==> src/rtl/pfs_fetch_queue_pkg.sv <==
// Shared types and constants for the pre-IF fetch queue.
package pfs_fetch_queue_pkg;

   localparam int unsigned PFS_TO_FS_BUS_WD = 64;
   localparam int unsigned PC_W             = 32;
   localparam int unsigned INST_W           = 32;
   localparam logic [31:0] RESET_PC_DEFAULT = 32'hbfc00000;
   localparam logic [31:0] EX_ENTRY         = 32'hbfc00380;

   typedef enum logic {
      IDLE = 1'b0,
      REQ  = 1'b1
   } issue_state_e;

   // Head entry handed to IF: {inst, pc}
   typedef struct packed {
      logic [INST_W-1:0] inst;
      logic [PC_W-1:0]   pc;
   } pfs_to_fs_bus_t;

endpackage

==> src/rtl/pfs_slot_fifo.sv <==
// In-order slot buffer: allocate on request accept, fill on response, pop to IF.
module pfs_slot_fifo
   import pfs_fetch_queue_pkg::*;
#(
   parameter int unsigned DEPTH = 4
) (
   input  logic                         clk,
   input  logic                         resetn,
   input  logic                         flush,
   input  logic                         alloc_en,
   input  logic [PC_W-1:0]              alloc_pc,
   input  logic                         fill_en,
   input  logic [INST_W-1:0]            fill_inst,
   input  logic                         pop_en,
   output logic                         head_filled,
   output pfs_to_fs_bus_t               head_entry,
   output logic [$clog2(DEPTH+1)-1:0]   used,
   output logic [$clog2(DEPTH+1)-1:0]   unfilled
);

   localparam int unsigned PW = $clog2(DEPTH);
   localparam int unsigned CW = $clog2(DEPTH + 1);

   logic [PC_W-1:0]   pc_q   [DEPTH];
   logic [INST_W-1:0] inst_q [DEPTH];
   logic [DEPTH-1:0]  filled_q;
   logic [PW-1:0]     alloc_ptr;
   logic [PW-1:0]     fill_ptr;
   logic [PW-1:0]     head_ptr;

   // Slot storage, pointers and occupancy counts; flush empties every slot
   always_ff @(posedge clk) begin
      if (!resetn) begin
         for (int unsigned i = 0; i < DEPTH; i++) begin
            pc_q[PW'(i)]   <= '0;
            inst_q[PW'(i)] <= '0;
         end
         filled_q  <= '0;
         alloc_ptr <= '0;
         fill_ptr  <= '0;
         head_ptr  <= '0;
         used      <= '0;
         unfilled  <= '0;
      end else if (flush) begin
         filled_q  <= '0;
         alloc_ptr <= '0;
         fill_ptr  <= '0;
         head_ptr  <= '0;
         used      <= '0;
         unfilled  <= '0;
      end else begin
         if (alloc_en) begin
            pc_q[alloc_ptr]     <= alloc_pc;
            filled_q[alloc_ptr] <= 1'b0;
            alloc_ptr           <= alloc_ptr + PW'(1);
         end
         if (fill_en) begin
            inst_q[fill_ptr]   <= fill_inst;
            filled_q[fill_ptr] <= 1'b1;
            fill_ptr           <= fill_ptr + PW'(1);
         end
         if (pop_en) begin
            filled_q[head_ptr] <= 1'b0;
            head_ptr           <= head_ptr + PW'(1);
         end
         used     <= used + CW'(alloc_en) - CW'(pop_en);
         unfilled <= unfilled + CW'(alloc_en) - CW'(fill_en);
      end
   end

   assign head_filled = filled_q[head_ptr];
   assign head_entry  = '{inst: inst_q[head_ptr], pc: pc_q[head_ptr]};

endmodule

==> src/rtl/pfs_fetch_queue.sv <==
// Pre-IF fetch queue: keeps up to DEPTH in-order fetches in flight, cancels by counting on redirect.
module pfs_fetch_queue
   import pfs_fetch_queue_pkg::*;
#(
   parameter int unsigned DEPTH    = 4,
   parameter logic [31:0] RESET_PC = RESET_PC_DEFAULT,
   parameter logic [31:0] PC_INC   = 32'h4
) (
   input  logic                        clk,
   input  logic                        resetn,
   input  logic                        fs_allowin,
   output logic                        pfs_to_fs_valid,
   output logic [PFS_TO_FS_BUS_WD-1:0] pfs_to_fs_bus,
   input  logic                        redirect_valid,
   input  logic [31:0]                 redirect_pc,
   input  logic                        stall_req,
   output logic                        inst_ram_req,
   output logic [31:0]                 inst_ram_addr,
   input  logic                        inst_ram_addr_ok,
   input  logic [31:0]                 inst_ram_rdata,
   input  logic                        inst_ram_data_ok,
   output logic                        inst_ram_data_waiting
);

   localparam int unsigned CW = $clog2(DEPTH + 1);
   localparam int unsigned SW = CW + 1;

   issue_state_e   state_q, state_d;
   logic           stale_q, stale_d;
   logic [CW-1:0]  cancel_q, cancel_d;
   logic [31:0]    next_pc_q, next_pc_d;
   logic [31:0]    addr_q, addr_d;

   logic [CW-1:0]  used;
   logic [CW-1:0]  unfilled;
   logic           head_filled;
   pfs_to_fs_bus_t head_entry;

   logic           accept;
   logic           drop;
   logic           fill_hit;
   logic           consumed;
   logic           outstanding;
   logic           credit_ok;

   assign accept      = (state_q == REQ) && inst_ram_addr_ok;
   assign drop        = inst_ram_data_ok && (cancel_q != '0);
   assign fill_hit    = inst_ram_data_ok && (cancel_q == '0) && (unfilled != '0);
   assign consumed    = drop || fill_hit;
   assign outstanding = (unfilled != '0) || (cancel_q != '0);
   assign credit_ok   = (SW'(used) + SW'(cancel_q)) < SW'(DEPTH);

   // State and bookkeeping registers
   always_ff @(posedge clk) begin
      if (!resetn) begin
         state_q   <= IDLE;
         stale_q   <= 1'b0;
         cancel_q  <= '0;
         next_pc_q <= RESET_PC;
         addr_q    <= '0;
      end else begin
         state_q   <= state_d;
         stale_q   <= stale_d;
         cancel_q  <= cancel_d;
         next_pc_q <= next_pc_d;
         addr_q    <= addr_d;
      end
   end

   // Issue FSM, next PC and cancel accounting; redirect overrides the sequential PC
   always_comb begin
      state_d   = state_q;
      stale_d   = stale_q;
      cancel_d  = cancel_q;
      next_pc_d = next_pc_q;
      addr_d    = addr_q;

      case (state_q)
         IDLE: begin
            if (!stall_req && !redirect_valid && credit_ok) begin
               state_d = REQ;
               addr_d  = next_pc_q;
            end
         end
         REQ: begin
            if (inst_ram_addr_ok) begin
               state_d = IDLE;
               stale_d = 1'b0;
               if (!stale_q) begin
                  next_pc_d = next_pc_q + PC_INC;
               end
            end
         end
         default: state_d = IDLE;
      endcase

      if (redirect_valid) begin
         cancel_d  = CW'(SW'(cancel_q) + SW'(unfilled) + SW'(accept) - SW'(consumed));
         next_pc_d = redirect_pc;
         if ((state_q == REQ) && !inst_ram_addr_ok) begin
            stale_d = 1'b1;
         end
      end else begin
         cancel_d = CW'(SW'(cancel_q) + SW'(accept && stale_q) - SW'(drop));
      end
   end

   pfs_slot_fifo #(
      .DEPTH (DEPTH)
   ) u_slot_fifo (
      .clk         (clk),
      .resetn      (resetn),
      .flush       (redirect_valid),
      .alloc_en    (accept && !stale_q && !redirect_valid),
      .alloc_pc    (addr_q),
      .fill_en     (fill_hit && !redirect_valid),
      .fill_inst   (inst_ram_rdata),
      .pop_en      (pfs_to_fs_valid && fs_allowin),
      .head_filled (head_filled),
      .head_entry  (head_entry),
      .used        (used),
      .unfilled    (unfilled)
   );

   assign inst_ram_req          = (state_q == REQ);
   assign inst_ram_addr         = addr_q;
   assign pfs_to_fs_valid       = head_filled && !redirect_valid;
   assign pfs_to_fs_bus         = head_entry;
   assign inst_ram_data_waiting = outstanding;

`ifndef SYNTHESIS
   // Bus protocol and slot-credit sanity
   always_ff @(posedge clk) begin
      if (resetn) begin
         assert (!inst_ram_data_ok || outstanding);
         assert ((SW'(used) + SW'(cancel_q) + SW'(stale_q)) <= SW'(DEPTH));
      end
   end
`endif

endmodule

==> config.mk <==
export PLATFORM = sky130hd
export DESIGN_NAME = pfs_fetch_queue
export DESIGN_NICKNAME = d
export VERILOG_FILES = /design/src/rtl/pfs_fetch_queue_pkg.sv /design/src/rtl/pfs_slot_fifo.sv /design/src/rtl/pfs_fetch_queue.sv
export SDC_FILE = /design/constraint.sdc
export NUM_CORES = 1
export LEC_CHECK = 0
export BUFFER_PORTS_ARGS = -buffer_cell sky130_fd_sc_hd__clkbuf_2
export CORE_ASPECT_RATIO = 1.25
export CORE_MARGIN = 4
export CORE_UTILIZATION = 40
export DETAILED_ROUTE_END_ITERATION = 7
export GPL_ROUTABILITY_DRIVEN = 0
export HOLD_SLACK_MARGIN = 0.12
export SLEW_MARGIN = 5
export SYNTH_ARGS = -nofsm -noshare
export SYNTH_HDL_FRONTEND = slang
export SYNTH_SLANG_ARGS = --single-unit
==> constraint.sdc <==
create_clock -name clk -period 6.4 [get_ports clk]
set_clock_uncertainty 0.2 [all_clocks]
set_input_delay 0.32 -clock clk [delete_from_list [all_inputs] [get_ports clk]]
set_output_delay 0.32 -clock clk [all_outputs]
set_load 0.02 [all_outputs]
==> metrics.md, run 1 <==
| Metric | Value |
|---|---|
| Die Ht | `between 200 and 250 um` |
| Via density | `5.25` |
| IO buf count | `169` |
| Post-CTS resize count | `0` |
| DR iter-0 viols | `between 600 and 700` |
| CTS Hold Bufs | `70` |
| DR pass1 iterations | `5` |
| Sink Count | `343` |
| CP max FO | `4` |
| Share of layout cells above drive strength 1 | `0.232` |
| Gate power share | `0.093` |
| Syn nets | `1241` |
| Most frequent cells in the layout | `256 x edfxtp_1, 236 x and2_1, 168 x clkbuf_2, 85 x dfxtp_1, 70 x dlygate4sd3_1` |
| Hold Crit Start | `inst_ram_data_ok` |
| Fin nets | `1461` |
| Max-cap violations | `0` |
| Clk pwr share | `0.411` |
| Post-DP HPWL | `23900 um` |
| Top cell type by total area after synthesis | `edfxtp_1` |
| Worst-margin pin slew | `1.03 ns` |
| Pwr Density | `about 270 mW/mm2` |
| Setup bufs post-CTS | `0` |
| CTS tree | `done` |
| CP endpoint kind | `register` |
| Row count | `80` |
| Clk slew on worst S/H paths | `0.06 ns` |
| Critical path type | `reg2reg` |
| Initial antenna violation count | `0` |
| Fillcell total | `3418` |
| Synth Area in Adders | `0.0248` |
| Slowest CP cell | `or3_1` |
| Total core area | `between 0.03 and 0.04 mm2` |
| Critical path data arrival time | `3.77 ns` |
| Flops & latches, synth | `between 300 and 400` |
| Area after DPL | `0.0170 mm2` |
| Number of flops mapped to enable cells by yosys | `between 200 and 300` |
| Routed Antenna Nets | `0` |
| Main combinational cell family by area after synthesis | `simple AND/OR/NAND/NOR gates` |
| Worst slew margin | `0.311` |
| DRC viols | `0` |
| Worst vdd ir | `208 uV` |
| Post-synthesis mux area share | `0.119` |
| Sw Share | `0.235` |
| Most common cell after layout, fill and taps aside | `edfxtp_1` |
| Clk_lat worst skew | `0.53 ns` |
| Setup tns final | `0 ns` |
| Synth Area in Compound Gates | `0.0337` |
| Async S/R FF share, synth | `0` |
| Power Internal | `3940 uW` |
| Minimum clock period after layout | `3.56 ns` |
| Avg Synthesized Cell Area | `13.7 um2` |
| Vias post-DR | `9877` |
| Worst path max stage delay | `about 0.46 ns` |
| Primary FF master, synth | `edfxtp_1` |
| Pins Over Slew Limit | `0` |
| Die footprint | `~0.042 mm2` |
| Run status | `complete, no violations` |
| Layout area overhead | `20.7%` |
| Period Utilization, post-route | `0.556` |
| Mapped Cells | `1142` |
| Design Area, Final | `0.0189 mm2` |
| Num CTS Buffers | `37` |
| Cells along the critical path | `or3_1 > or4_1 > and2_1 > ha_1 > inv_1 > fa_1 > fa_1 > xnor3_1 > mux2i_1 > xor2_1 > and2_1` |
| H-tree Lvls | `2` |
| Synth area leaders | `edfxtp_1 49%, dfxtp_1 11%, and2_1 9.4%` |
| Post-DR wirelength/cell | `20.4 um` |
| RSZ-0062 raised after global routing | `false` |
| Critical Path Start | `cancel_q[1]` |
| Synth top area share | `0.492` |
| # IOs | `170` |
| Fin Hold WS | `0.231 ns` |
| Simple-gate portion of the synthesized area | `0.183` |
| N_diodes | `0` |
| GRT Resource Usage Total | `0.180` |
| Worst min path class | `in2reg` |
| Psw | `1210 uW` |
| Startpoint types | `register` |
| Final hold violations | `0` |
| Ys Warns | `0` |
| Seq/Total Area, Yosys | `0.603` |
| Cell Area, Synth | `0.0156 mm2` |
| Clk root buf | `clkbuf_16` |
| Worst r2r src | `cancel_q[1]` |
| First-pass GRT wire length | `~60000 um` |
| Library cells used by synthesis | `56` |
| Max Root-Sink Buffers | `3` |
| Fmax | `281 MHz` |
| Die span in x | `about 180 um` |
| Share of power burned in registers | `0.497` |
| Leak | `0.00743 uW` |
| WP data required | `6.61 ns` |
| Gr ovfl total | `0` |
| Effective utilization at floorplan | `0.407` |
| Setup violators final | `0` |
| Vias in the first global route | `10300` |
| Largest net degree at the start of global routing | `83` |
| Detailed Route WL | `around 38000 um` |
| Synth Area in XOR/XNOR | `0.0104` |
-- sequential cells by signal (all words and copies together), names as in the netlist, named ones only --
name	flops
u_slot_fifo.inst_q	128
u_slot_fifo.pc_q	128
inst_ram_addr	32
next_pc_q	32
u_slot_fifo.filled_q	4
cancel_q	3
u_slot_fifo.unfilled	3
u_slot_fifo.used	3
u_slot_fifo.alloc_ptr	2
u_slot_fifo.fill_ptr	2
u_slot_fifo.head_ptr	2
inst_ram_req	1
-- worst max-delay path: cells and delay by family (launching register included) --
| kind | cells | cell delay [ns] |
|---|---|---|
| xor+xnor | 2 | 0.44 |
| mux | 1 | 0.18 |
| buf+inv | 1 | 0.04 |
| simple gates | 4 | 1.23 |
| flops | 1 | 0.33 |
| fa+ha+maj | 3 | 1.02 |
-- layout make-up --
type / count / area [um2] / area share
flip-flops and latches: 343 / 9430 / 0.500
multi-input cells: 696 / 5840 / 0.309
repair buffers: 260 / 1700 / 0.0903
clock buffers: 55 / 1030 / 0.0548
well taps: 492 / 616 / 0.0326
clock inverters: 12 / 161 / 0.00855
inverters: 24 / 90.1 / 0.00477
-- cells in the mapped netlist, types with 4 or more instances --
| cell | instances |
|---|---|
| nor2b_1 | 39 |
| nor3_1 | 9 |
| o31ai_1 | 5 |
| and4_1 | 6 |
| nor2_1 | 24 |
| or4_1 | 4 |
| o21ai_0 | 20 |
| buf_4 | 4 |
| nor4_1 | 13 |
| nand2_1 | 28 |
| mux4_2 | 65 |
| inv_1 | 23 |
| and3_1 | 38 |
| dfxtp_1 | 87 |
| o31a_1 | 5 |
| nand4_1 | 14 |
| a21oi_1 | 12 |
| nand3_1 | 21 |
| mux2i_1 | 39 |
| edfxtp_1 | 256 |
| ha_1 | 23 |
| buf_2 | 16 |
| clkbuf_1 | 58 |
| a31oi_1 | 8 |
| o311a_1 | 9 |
| and2_1 | 236 |
| a32oi_1 | 5 |
| fa_1 | 5 |
| nand2b_1 | 14 |
| or3_1 | 6 |
| xnor2_1 | 12 |
| xor2_1 | 4 |
-- power groups by stage --
| stage | sequential (uW) | combinational, uW | clock [uW] |
|---|---|---|---|
| finish | 2560 | 477 | 2110 |
| global route | 2570 | 529 | 2250 |
| CTS | 2560 | 486 | 2160 |
| detailed placement | 2600 | 448 | 0 |
| global placement | 2600 | 444 | 0 |
| floorplan | 2590 | 283 | 0 |
-- metrics by stage --
stage	worst slack (ns)	util	total power (uW)	std cells
floorplan	1.20	-	2870	1142
global placement	2.92	0.442	3040	1745
detailed placement	2.83	0.442	3050	1745
CTS	2.82	0.491	5200	1882
global route	2.68	0.491	5350	1882
finish	2.84	0.491	5150	1882
-- worst paths after layout --
kind / endpoint / slack, ns / cells past startpoint
hold / removal: u_slot_fifo.fill_ptr[0] / 0.23 / 5
setup reg to reg: cancel_q[2] / 2.84 / 11
setup / recovery: cancel_q[2] / 2.84 / 11
hold reg to reg: next_pc_q[13] / 0.34 / 2
-- cell families (layout without fill, tap and decap cells) --
family	after synthesis	count (layout)
adders and majority gates	28	28
DFF	343	343
buffers and inverters	103	351
xor gates and xnor gates	17	17
and+or+nand+nor	471	471
muxes	104	104
AOI/OAI and AO/OA	76	76
-- per-layer routing --
metal | vias to the layer above | global-route usage | share of wire | wire (um)
met5 | - | 0 | 0 | 0
met4 | 0 | 0.0603 | 0.031 | 1180
met3 | 67 | 0.0233 | 0.043 | 1630
met2 | 261 | 0.293 | 0.47 | 18200
met1 | 4901 | 0.249 | 0.45 | 17300
li1 | 4648 | - | - | -
Note: power is estimated with default switching activity, not from simulation.
==> inputs of run 2 (changes only) <==
--- a/config.mk
+++ b/config.mk
@@ -5,6 +5,7 @@
 export SDC_FILE = /design/constraint.sdc
 export NUM_CORES = 1
 export LEC_CHECK = 0
+export ABC_AREA = 1
 export BUFFER_PORTS_ARGS = -buffer_cell sky130_fd_sc_hd__clkbuf_2
 export CORE_ASPECT_RATIO = 1.25
 export CORE_MARGIN = 4
==> constraint.sdc (replaced) <==
create_clock -name clk -period 3.7 [get_ports clk]
set_clock_uncertainty 0.2 [all_clocks]
set_input_delay 0.185 -clock clk [delete_from_list [all_inputs] [get_ports clk]]
set_output_delay 0.185 -clock clk [all_outputs]
set_load 0.02 [all_outputs]
==> run 2 against run 1 <==
Compared with the run above: first-iteration DRC count up 23%; cell count up 27%; register-to-register slack worse by 1.9 ns; clock-buffer cell count down 11; sequential power up 73%; non-clock buffer count up 37; sequential share of layout area up 0.076 points; critical path depth down 7; power up 72%; critical endpoint is now pfs_to_fs_bus[12]; largest power group unchanged.
==> metrics.md, run 2 <==
| Metric | Value |
|---|---|
| Run status | `complete, no violations (unchanged)` |
| Most frequent cells in the layout | `421 x nor2_1, 256 x edfxtp_1, 189 x o21ai_0, 169 x clkbuf_2, 160 x nand2_1 (was 256 x edfxtp_1, 236 x and2_1, 168 x clkbuf_2, 85 x dfxtp_1, 70 x dlygate4sd3_1)` |
| Worst vdd ir | `404 uV (was 208 uV)` |
| Avg Synthesized Cell Area | `9.48 um2 (was 13.7 um2)` |
| Synth area leaders | `edfxtp_1 50%, dfxtp_1 11%, nor2_1 10% (was edfxtp_1 49%, dfxtp_1 11%, and2_1 9.4%)` |
| Seq/Total Area, Yosys | `0.612 (was 0.603)` |
| DRC viols | `0 (unchanged)` |
| Pre-CTS WS | `0.954 ns (was 2.83 ns)` |
| Layout area overhead | `22.4% (was 20.7%)` |
| Worst slew margin | `0.449 (was 0.311)` |
| # IOs | `170 (unchanged)` |
| Tot Pwr | `8870 uW (was 5150 uW)` |
| Leak | `0.00757 uW (was 0.00743 uW)` |
| Pins Over Slew Limit | `0 (unchanged)` |
| Startpoint types | `register (unchanged)` |
| Cell Area, Synth | `0.0154 mm2 (was 0.0156 mm2)` |
| Total core area | `0.0381 mm2 (was 0.0384 mm2)` |
| Hold Path Cell Cnt | `4 (was 5)` |
| Mapped Cells | `1624 (was 1142)` |
| Worst setup margin | `0.818 ns (was 2.84 ns)` |
| Clk root buf | `clkbuf_16 (unchanged)` |
| Final hold violations | `0 (unchanged)` |
| Die Ht | `227 um (was 229 um)` |
| Fin nets | `1964 (was 1461)` |
| Gr ovfl total | `0 (unchanged)` |
| Vias in the first global route | `12100 (was 10300)` |
| DR iter-0 viols | `812 (was 660)` |
| CP max FO | `48 (was 4)` |
| Minimum clock period after layout | `2.88 ns` |
| Worst min path class | `in2reg (unchanged)` |
| Most numerous cell in the Yosys netlist | `nor2_1 (was edfxtp_1)` |
| Clk_lat worst skew | `0.52 ns (was 0.53 ns)` |
| Period Utilization, post-route | `0.779` |
| Routed Antenna Nets | `0 (unchanged)` |
| Max-cap violations | `0 (unchanged)` |
| Setup tns final | `0 ns (unchanged)` |
| Top delay family on crit path | `buffers and inverters (was simple AND/OR/NAND/NOR gates)` |
| First-pass GRT wire length | `64900 um (was 59800 um)` |
| Num CTS Buffers | `36 (was 37)` |
| RSZ-0062 raised after global routing | `false (unchanged)` |
| Synth top area share | `0.499 (was 0.492)` |
| Post-DP HPWL | `26000 um (was 23900 um)` |
| Library cells used by synthesis | `33 (was 56)` |
| N_diodes | `0 (unchanged)` |
| Worst R2R Path Depth | `12 (was 11)` |
| Worst Path Buf+Inv | `2 (was 1)` |
| Largest registers | `u_slot_fifo.inst_q (128), u_slot_fifo.pc_q (128) (unchanged)` |
| Slowest CP cell | `dfxtp_4 (was or3_1)` |
| Number of flops mapped to enable cells by yosys | `256 (unchanged)` |
| Effective utilization at floorplan | `0.404 (was 0.407)` |
| Levels on crit path | `4 (was 11)` |
| Critical path data arrival time | `2.50 ns (was 3.77 ns)` |
| Primary FF master, synth | `edfxtp_1 (unchanged)` |
| Top cell type by total area after synthesis | `edfxtp_1 (unchanged)` |
| Die span in x | `184 um (was 185 um)` |
| IO buf count | `169 (unchanged)` |
| Most common cell after layout, fill and taps aside | `nor2_1 (was edfxtp_1)` |
| H-tree Lvls | `2 (unchanged)` |
| Fmax | `347 MHz` |
| Flops & latches, synth | `343 (unchanged)` |
| WP data required | `3.31 ns (was 6.61 ns)` |
| Setup violators final | `0 (unchanged)` |
| Vias post-DR | `12300 (was 9877)` |
| Max Root-Sink Buffers | `3 (unchanged)` |
| Worst path max stage delay | `0.65 ns (was 0.46 ns)` |
| Syn nets | `1723 (was 1241)` |
| Share of layout cells above drive strength 1 | `0.147 (was 0.232)` |
| Ys Warns | `0 (unchanged)` |
| GRT Resource Usage Total | `0.195 (was 0.180)` |
| CTS tree | `done (unchanged)` |
| Initial antenna violation count | `0 (unchanged)` |
| Largest net degree at the start of global routing | `67 (was 83)` |
| Async S/R FF share, synth | `0 (unchanged)` |
| Row count | `80 (unchanged)` |
| Detailed Route WL | `42100 um (was 38300 um)` |
| Critical path type | `reg2out (was reg2reg)` |
| Synth top cells by count | `421 x nor2_1, 256 x edfxtp_1, 190 x o21ai_0 (was 256 x edfxtp_1, 236 x and2_1, 87 x dfxtp_1)` |
| Sink Count | `343 (unchanged)` |
| DR pass1 iterations | `5 (unchanged)` |
| Via density | `5.15 (was 5.25)` |
| Cells along the critical path | `buf_4 > o21ai_0 > o22ai_1 > clkbuf_2 (was or3_1 > or4_1 > and2_1 > ha_1 > inv_1 > fa_1 > fa_1 > xnor3_1 > mux2i_1 > xor2_1 > and2_1)` |
| Pwr Density | `470 mW/mm2 (was 273 mW/mm2)` |
| Post-DR wirelength/cell | `17.6 um (was 20.4 um)` |
| Clk slew on worst S/H paths | `0.06 ns (about the same)` |
| CP endpoint kind | `output pin (was register)` |
| Worst-margin pin slew | `0.827 ns (was 1.03 ns)` |
| Die footprint | `0.0417 mm2 (was 0.0423 mm2)` |
==> run 2: cell count changes in the layout (fill, tap and decap cells not counted), sizes merged, moves of 14 or more <==
cell / delta
nor3: +26
nand2: +138
dlygate4sd3: +27
nand2b: -14
and2: -237
mux2i: -39
o21ai: +172
mux4: -65
nor2: +404
nor2b: -39
inv: +112
o22ai: +64
and3: -39
a21oi: +52
==> run 2: layout make-up <==
| type | count | area, um2 |
|---|---|---|
| flip-flops and latches | 343 | 9430 |
| clock buffers | 44 | 962 |
| multi-input cells | 1053 | 5080 |
| fillers | 3513 | 19300 |
| clock inverters | 22 | 179 |
| well taps | 492 | 616 |
| repair buffers | 297 | 2070 |
| inverters | 134 | 504 |
==> run 2: worst paths after layout <==
path | from | endpoint | slack [ns]
min | redirect_pc[27] | next_pc_q[27] | 0.29
max | register | pfs_to_fs_bus[12] | 0.82
max reg2reg | u_slot_fifo.head_ptr[0] | u_slot_fifo.used[2] | 0.94
min reg2reg | u_slot_fifo.alloc_ptr[0] | u_slot_fifo.alloc_ptr[0] | 0.33
==> run 2: report_power, final <==
part           leakage (uW)  internal, uW  switching, uW
sequential          0.00336          4310            125
clock              0.000561          2010           1510
combinational       0.00365           325            590
==> run 2: layer usage <==
| metal | vias up | GRT usage | part of all wire |
|---|---|---|---|
| met2 | 373 | 0.339 | 0.49 |
| met3 | 73 | 0.0294 | 0.065 |
| li1 | 5955 | - | - |
| met5 | - | 0 | 0 |
| met1 | 5873 | 0.255 | 0.42 |
| met4 | 0 | 0.0553 | 0.025 |
==> run 2: tightest hold or removal path, delay by kind of cell <==
family / cells / cell delay, ns
AOI/OAI and AO/OA: 1 / 0.09
and+or+nand+nor: 1 / 0.09
buffers and inverters: 2 / 0.62
==> run 2: logic make-up after synthesis <==
kind of cell / after synthesis / synth area share
AND/OR/NAND/NOR: 669 / 0.174
AO/OA/AOI/OAI: 339 / 0.118
flip-flops: 343 / 0.612
adder cells (fa/ha/maj): 28 / 0.0252
buffers and inverters: 228 / 0.0611
XOR/XNOR: 17 / 0.00967
==> run 2: what timing repair did <==
action                                 CTS  global route
gates resized for setup                  0             0
endpoints found under the hold margin  184             0
buffers inserted                         0             0
hold buffers                            97             0
==> run 2: per-stage QoR <==
stage               instances  hold slack [ns]  instance area (um2)  utilization
floorplan                1624            0.120                15400            -
global placement         2222            0.212                16700        0.439
detailed placement       2222            0.213                16700        0.439
CTS                      2385            0.265                18800        0.494
global route             2385            0.315                18800        0.494
finish                   2385            0.288                18800        0.494
==> inputs of run 3 (changes only) <==
--- a/config.mk
+++ b/config.mk
@@ -5,7 +5,7 @@
 export SDC_FILE = /design/constraint.sdc
 export NUM_CORES = 1
 export LEC_CHECK = 0
-export ABC_AREA = 1
+export ABC_AREA = 0
 export BUFFER_PORTS_ARGS = -buffer_cell sky130_fd_sc_hd__clkbuf_2
 export CORE_ASPECT_RATIO = 1.25
 export CORE_MARGIN = 4
==> constraint.sdc (replaced) <==
create_clock -name clk -period 2.6 [get_ports clk]
set_clock_uncertainty 0.2 [all_clocks]
set_input_delay 0.13 -clock clk [delete_from_list [all_inputs] [get_ports clk]]
set_output_delay 0.13 -clock clk [all_outputs]
set_load 0.02 [all_outputs]
==> run 3 against run 2 <==
Compared with the run above: largest cell class unchanged; via count fell by 17%; cell count down 18%; critical path depth increased by 7; die area increased by 1.5%; first-iteration DRC count fell by 41%; clock power rose by 50%; hold slack got worse by 0.023 ns; sequential cell count is the same; sequential share of layout area decreased by 2.2 points; core utilization increased by 2.0 points; the run now ends with setup timing left.
==> metrics.md, run 3 (synthesis results as in run 1) <==
| Metric | Value |
|---|---|
| Via density | `5.25 (was 5.15)` |
| Post-DR wirelength/cell | `19.9 um (was 17.6 um)` |
| Clk_lat worst skew | `0.52 ns (about the same)` |
| Detailed Route WL | `38700 um (was 42100 um)` |
| CP endpoint kind | `register (was output pin)` |
| Post-DP HPWL | `23800 um (was 26000 um)` |
| Largest net degree at the start of global routing | `70 (was 67)` |
| Final hold violations | `0 (unchanged)` |
| Fmax | `312 MHz` |
| Die span in x | `185 um (was 184 um)` |
| R2R setup slack | `-0.60 ns (was 0.94 ns)` |
| Failing checks | `setup timing` |
| RSZ-0062 raised after global routing | `true (was false)` |
| Pins Over Slew Limit | `0 (unchanged)` |
| Fin nets | `1526 (was 1964)` |
| Routed Antenna Nets | `0 (unchanged)` |
| Layout area overhead | `26.4% (was 22.4%)` |
| Worst-margin pin slew | `0.610 ns (was 0.827 ns)` |
| Most frequent cells in the layout | `256 x edfxtp_1, 235 x and2_1, 168 x clkbuf_2, 99 x dlygate4sd3_1, 75 x dfxtp_1 (was 421 x nor2_1, 256 x edfxtp_1, 189 x o21ai_0, 169 x clkbuf_2, 160 x nand2_1)` |
| Die Ht | `229 um (was 227 um)` |
| Die footprint | `0.0423 mm2 (was 0.0417 mm2)` |
| Worst min path class | `in2reg (unchanged)` |
| Initial antenna violation count | `0 (unchanged)` |
| Pwr Density | `659 mW/mm2 (was 470 mW/mm2)` |
| Sink Count | `343 (unchanged)` |
| Total core area | `0.0384 mm2 (was 0.0381 mm2)` |
| DRC viols | `0 (unchanged)` |
| WP data required | `2.80 ns (was 3.31 ns)` |
| Clk root buf | `clkbuf_16 (unchanged)` |
| Busiest grt layer | `met2 (unchanged)` |
| GRT met3 Usage | `0.0263 (was 0.0294)` |
| Worst slew margin | `0.593 (was 0.449)` |
| IO buf count | `169 (unchanged)` |
| Met1 usage | `0.244 (was 0.255)` |
| Setup violators final | `5 (was 0)` |
| Cells along the critical path | `or3_4 > or4_4 > and2_4 > ha_4 > inv_2 > fa_2 > fa_2 > xnor3_1 > mux2i_1 > xor2_1 > and2_1 (was buf_4 > o21ai_0 > o22ai_1 > clkbuf_2)` |
| Vias in the first global route | `10800 (was 12100)` |
| First-pass GRT wire length | `61500 um (was 64900 um)` |
| Slowest CP cell | `or4_4 (was dfxtp_4)` |
| Fillcell total | `3316 (was 3513)` |
| FF+latch area | `0.00945 mm2 (was 0.00943 mm2)` |
| DR iter-0 viols | `480 (was 812)` |
| Leak | `0.00783 uW (was 0.00757 uW)` |
| Gr ovfl total | `0 (unchanged)` |
| Largest registers | `u_slot_fifo.inst_q (128), u_slot_fifo.pc_q (128) (unchanged)` |
| Most common cell after layout, fill and taps aside | `edfxtp_1 (was nor2_1)` |
| Max Root-Sink Buffers | `3 (unchanged)` |
| Clk slew on worst S/H paths | `0.06 ns (about the same)` |
| CTS tree | `done (unchanged)` |
| Minimum clock period after layout | `3.20 ns` |
| Met2 Usage GRT | `0.317 (was 0.339)` |
| Worst path most repeated cell | `fa_2` |
| Final Core Density | `0.514 (was 0.494)` |
| H-tree Lvls | `2 (unchanged)` |
| Num CTS Buffers | `37 (was 36)` |
| # IOs | `170 (unchanged)` |
| Critical path type | `reg2reg (was reg2out)` |
| Worst vdd ir | `596 uV (was 404 uV)` |
| Multi-input logic area | `0.00597 mm2 (was 0.00508 mm2)` |
| Worst setup margin | `-0.603 ns (was 0.818 ns)` |
| Tot Pwr | `13000 uW (was 8870 uW)` |
| N_diodes | `0 (unchanged)` |
| Pre-CTS WS | `-0.640 ns (was 0.954 ns)` |
| Max-cap violations | `0 (unchanged)` |
| GRT Resource Usage Total | `0.184 (was 0.195)` |
| Vias post-DR | `10200 (was 12300)` |
| Period Utilization, post-route | `1.23` |
| Fin Hold WS | `0.265 ns (was 0.288 ns)` |
| Critical path data arrival time | `3.41 ns (was 2.50 ns)` |
| Effective utilization at floorplan | `0.407 (was 0.404)` |
| Setup tns final | `-1.28 ns (was 0 ns)` |
| Startpoint types | `register (unchanged)` |
| DR pass1 iterations | `5 (unchanged)` |
| Share of layout cells above drive strength 1 | `0.274 (was 0.147)` |
| Worst path max stage delay | `0.52 ns (was 0.65 ns)` |
| Row count | `80 (unchanged)` |
| CP max FO | `2 (was 48)` |
| Run status | `complete, but fails checks (was complete, no violations)` |
==> run 3: timing repair <==
item / in CTS / in global routing
resized for setup: 1 / 23
setup endpoints to repair: 4 / 14
gates cloned: 0 / 0
endpoints found under the hold margin: 211 / 0
hold buffers: 99 / 0
pin swaps: 3 / 13
buffers inserted: 1 / 6
==> run 3: power by group <==
part           leakage (uW)  internal [uW]  switching [uW]  total, uW
registers           0.00336           6100             169       6270
clock network      0.000595           3170            2110       5280
logic               0.00387            734             742       1480
==> run 3: stage by stage <==
step           cells  area, um2
5_1_grt         1946      19800
2_1_floorplan   1142      15800
3_5_place_dp    1774      17400
6_report        1946      19800
4_1_cts         1940      19700
3_3_place_gp    1774      17400
==> run 3: worst max-delay path: cells and delay by family, from the launching register on <==
| family | cells | cell delay, ns |
|---|---|---|
| buffers and inverters | 1 | 0.03 |
| adder cells (fa/ha/maj) | 3 | 0.90 |
| flip-flops | 1 | 0.32 |
| AND/OR/NAND/NOR | 4 | 1.22 |
| XOR/XNOR | 2 | 0.26 |
| multiplexers | 1 | 0.17 |
==> run 3: final timing paths <==
check	start	endpoint	depth (start not counted)
min	inst_ram_rdata[2]	u_slot_fifo.inst_q[3][2]	3
min reg2reg	next_pc_q[31]	inst_ram_addr[31]	2
max reg2reg	cancel_q[2]	cancel_q[2]	11
max	cancel_q[2]	cancel_q[2]	11
==> run 3: area by class of cell <==
type	instances	share of cell area
repair buffers	325	0.123
multi-input cells	696	0.302
well taps	492	0.0311
clock inverters	16	0.00956
clock buffers	50	0.0519
flip-flops and latches	343	0.478
inverters	24	0.00456
==> run 3: routing by layer <==
| metal | vias to the layer above | part of all wire | wire length, um |
|---|---|---|---|
| met5 | - | 0 | 0 |
| met4 | 0 | 0.025 | 962 |
| met3 | 58 | 0.048 | 1870 |
| met2 | 269 | 0.50 | 19400 |
| met1 | 5113 | 0.43 | 16500 |
| li1 | 4785 | - | - |
